### config.mk
export PLATFORM = sky130hd
export DESIGN_NAME = count_sched
export DESIGN_NICKNAME = d
export VERILOG_FILES = /design/src/rtl/count_sched.sv
export SDC_FILE = /design/constraint.sdc
export NUM_CORES = 1
export LEC_CHECK = 0
export ABC_AREA = 1
export CORE_MARGIN = 1.5
export CORE_UTILIZATION = 44
export DETAILED_ROUTE_END_ITERATION = 10
export HOLD_SLACK_MARGIN = 0.12
export PLACE_DENSITY = 0.76
export SYNTH_ARGS = -nofsm -noshare
export SYNTH_HDL_FRONTEND = slang
export SYNTH_SLANG_ARGS = --single-unit
export TNS_END_PERCENT = 50
### constraint.sdc
create_clock -name clk -period 1.4 [get_ports clk]
set_input_delay 0.21 -clock clk [delete_from_list [all_inputs] [get_ports clk]]
set_output_delay 0.21 -clock clk [all_outputs]
set_load 0.01 [all_outputs]
### src/rtl/count_sched.sv
// Two-client scheduler sharing one loadable up-counter that runs from the start value to all-ones.
// Define CNT_SCHED_FIXED_PRIO_EN for fixed priority (client 0 wins ties); default is round robin.
module count_sched #(
    parameter int WIDTH = 4
) (
    input  logic             clk,
    input  logic             rst,
    input  logic             req0,
    input  logic [WIDTH-1:0] d0,
    input  logic             req1,
    input  logic [WIDTH-1:0] d1,
    output logic             gnt0,
    output logic             gnt1,
    output logic             done0,
    output logic             done1,
    output logic             busy,
    output logic             owner,
    output logic [WIDTH-1:0] q
);

    typedef enum logic [1:0] {IDLE, LOAD, RUN, DONE} state_t;

    state_t           state;
    logic             winner;
    logic [WIDTH-1:0] dsel;

`ifdef CNT_SCHED_FIXED_PRIO_EN
    always_comb begin
        winner = ~req0;
    end
`else
    logic rr;

    // rr names the client preferred on a tie; a lone requester always wins
    always_comb begin
        winner = (req0 && req1) ? rr : req1;
    end
`endif

    always_comb begin
        dsel = owner ? d1 : d0;
    end

    always_ff @(posedge clk) begin
        if (rst) begin
            state <= IDLE;
            q     <= '0;
            gnt0  <= 1'b0;
            gnt1  <= 1'b0;
            done0 <= 1'b0;
            done1 <= 1'b0;
            busy  <= 1'b0;
            owner <= 1'b0;
`ifndef CNT_SCHED_FIXED_PRIO_EN
            rr    <= 1'b0;
`endif
        end else begin
            gnt0  <= 1'b0;
            gnt1  <= 1'b0;
            done0 <= 1'b0;
            done1 <= 1'b0;
            case (state)
                IDLE: begin
                    if (req0 || req1) begin
                        owner <= winner;
                        gnt0  <= ~winner;
                        gnt1  <= winner;
                        busy  <= 1'b1;
                        state <= LOAD;
                    end
                end
                LOAD: begin
                    q     <= dsel;
                    state <= RUN;
                end
                RUN: begin
                    if (q == '1) begin
                        done0 <= ~owner;
                        done1 <= owner;
                        state <= DONE;
                    end else begin
                        q <= q + 1'b1;
                    end
                end
                DONE: begin
`ifndef CNT_SCHED_FIXED_PRIO_EN
                    rr    <= ~owner;
`endif
                    busy  <= 1'b0;
                    state <= IDLE;
                end
                default: state <= IDLE;
            endcase
        end
    end

endmodule
==> qor.txt <==
Status -> complete, no violations
Area grow syn2layout -> 37.41%
Initial antenna violation count -> 0
Bufs on Longest Clock Path -> 2
Post-route design area -> 969.7 um2
Die height -> 43.05 um
Leading area contributor after synthesis -> dfxtp_1
First-pass GRT wire length -> 2497 um
Vias in the first global route -> 645
Seq/Total Area, Yosys -> 36.88%
WL per Instance -> 11.02 um
CP Capture Type -> output pin
YS warnings -> 0
Max Cap Viol -> 0
Area fraction of the dominant cell type after synthesis -> 36.88%
Final min period -> 1.347 ns
Post-synth EDFFs -> 0
Final RePlAce weighted congestion -> 0.7836
Final Hold Vio Count -> 0
Mapped Nets -> 118
Critical path type -> reg -> out
Die width -> 43.05 um
Clock tree sinks -> 13
CP Capture Point -> owner
Logic pwr share -> 50.0%
Worst Path Buf+Inv -> 1
GRT Util Overall -> 18.21%
Antenna Diode Count -> 0
Remaining DRCs -> 0
HPWL Detailed -> 1221 um
Netlist Area Pre-Place -> 705.7 um2
Share of cells above drive strength 1 -> 10.32%
Setup Buffers After CTS -> 0
Max Slew Vio Count -> 0
DRT iter0 DRCs -> 14
Routed Antenna Nets -> 0
Net Sw Power -> 683.9 uW
Synth Area per Inst -> 7.057 um2
Setup TNS Final -> 0 ns
Post-DP Area -> 942.2 um2
Crit-path cells -> clkdlybuf4s50_1
Worst-Margin Slew -> 0.2775 ns
Post-synth top cells -> nand2_1 (23), dfxtp_1 (13), inv_1 (11), nor2_1 (11), nand3_1 (9)
Final clock skew -> 0.008513 ns
Vias/cell -> 4.845
H-tree depth -> 1
Total core area -> 0.001506 mm2
Prevailing post-synth register cell -> dfxtp_1
CP startpoint -> owner$_SDFFE_PP0P_
Pleak -> 0.4645 nW
Hold Path Class -> reg -> reg
Fin crit share -> 96.19%
RSZ-0062 raised after global routing -> true
Final setup fails -> 0
Crit path depth -> 1
I/O Pins -> 22
Netlist cell types -> 20
Sequential power share -> 35.6%
Hold-fix buffers, CTS -> 0
Slew headroom -> 81.30%
Reg2reg setup slack -> 0.08 ns
Critical Path Max Stage Delay -> 0.53 ns
Worst path top cell family by delay -> buffers and inverters
Worst-path clk slew -> 0.08 ns
Crit Reg-Reg Startpoint -> state[0]$_SDFFE_PP0P_
Initial Util -> 46.84%
Worst path arrival time -> 1.14 ns
Largest net degree at the start of global routing -> 11
Clock Latency Late Sink -> 0.29 ns
CTS tree -> built
Slowest CP cell -> clkdlybuf4s50_1
F_max -> 742.6 MHz
Critical path peak fanout -> 2
Pint -> 1.000 mW
Root Buffer Master -> clkbuf_4
Routed WL -> 1565 um
Clock power frac -> 14.4%
RR Endpoint -> state[0]$_SDFFE_PP0P_
IO Port Bufs -> 21
Sw frac -> 40.61%
Most numerous cell in the Yosys netlist -> nand2_1
Grt ovf -> 0
Post-synthesis cell count -> 100
Reg2Reg Depth -> 7
Clock buffer count from CTS -> 3
Synth Register Bits -> 13
Worst hold slack -> 0.5182 ns
FFs w/ async S/R, synth -> 0%
Die area -> 0.001853 mm2
Largest cells by area after synthesis -> dfxtp_1 (37%), nand2_1 (12%), ha_1 (11%)
Req. time, crit path -> 1.19 ns
Nets -> 145
Worst IR drop on VDD -> 887.3 uV
Pwr dens -> 1737 mW/mm2
Row count -> 14
Vias -> 688
Initial DRT Pass Iterations -> 4
Startpoint types -> flip-flop
[layer usage]
metal	GRT usage [%]	vias to the layer above	part of all wire [%]
li1	-	371	-
met1	21.20	300	46
met2	30.00	15	48
met3	5.532	2	5.4
met4	9.091	0	0.64
met5	0	-	0
[flip-flops by register name, indices dropped and copies added (netlist names)]
| register | cells |
|---|---|
| rr | 1 |
| done0 | 1 |
| done1 | 1 |
| q | 4 |
| owner | 1 |
| gnt0 | 1 |
| busy | 1 |
| state | 2 |
| gnt1 | 1 |
[cells in the final DEF (no fill, tap or decap), types with 2 or more instances in the layout]
cell type / n
inv_1: 11
clkbuf_4: 3
nor3_1: 2
dlygate4sd2_1: 4
nor2_1: 11
dfxtp_1: 10
buf_4: 3
nand2_2: 2
a21oi_1: 5
o21ai_0: 5
dfxtp_2: 3
nand3b_1: 2
nand3_1: 9
or2_1: 2
ha_1: 5
nand2_1: 23
clkdlybuf4s50_1: 17
[power by group through the flow]
stage          sequential (mW)  combinational [mW]  clock (mW)
2_1_floorplan            0.617               0.536           0
3_3_place_gp             0.595               0.853           0
3_5_place_dp             0.600               0.873           0
4_1_cts                  0.600               0.842       0.248
5_1_grt                  0.617               0.964       0.261
6_report                 0.600               0.842       0.242
[through the flow]
| stage | worst slack, ns | utilization, % | cells | power [mW] |
|---|---|---|---|---|
| 3_3_place_gp | 0.06559 | 62.54 | 138 | 1.448 |
| 4_1_cts | 0.02784 | 64.20 | 142 | 1.690 |
| 3_5_place_dp | 0.04192 | 62.54 | 138 | 1.473 |
| 2_1_floorplan | 0.1133 | - | 100 | 1.153 |
| 5_1_grt | -0.03169 | 64.37 | 142 | 1.842 |
| 6_report | 0.05336 | 64.37 | 142 | 1.684 |
[worst min-delay path by stage]
stage               depth (start not counted)               endpoint                   from
floorplan                                   1  state[1]$_SDFFE_PP0P_                    rst
CTS                                         2  state[1]$_SDFFE_PP0P_  state[1]$_SDFFE_PP0P_
global placement                            2  state[1]$_SDFFE_PP0P_  state[1]$_SDFFE_PP0P_
global route                                2  state[1]$_SDFFE_PP0P_  state[1]$_SDFFE_PP0P_
finish                                      2  state[1]$_SDFFE_PP0P_  state[1]$_SDFFE_PP0P_
detailed placement                          2  state[1]$_SDFFE_PP0P_  state[1]$_SDFFE_PP0P_
[layout make-up]
class | instances | area (um2)
Fill cell | 139 | 536.8
Multi-Input combinational cell | 72 | 382.9
Sequential cell | 13 | 264.0
Timing Repair Buffer | 24 | 227.7
Inverter | 13 | 48.80
Clock buffer | 4 | 26.28
Tap cell | 16 | 20.02
[what timing repair did]
item                                    4_1_cts  5_1_grt
gates resized for setup                       7        2
endpoints found under the setup margin        4        6
cloned                                        0        0
[kinds of logic after synthesis]
kind of cell,after synthesis,synth area share (%)
compound gates,14,10.82
fa+ha+maj,6,10.64
buf+inv,15,9.218
flops,13,36.88
simple gates,52,32.45
Note: power is estimated with default switching activity, not from simulation.
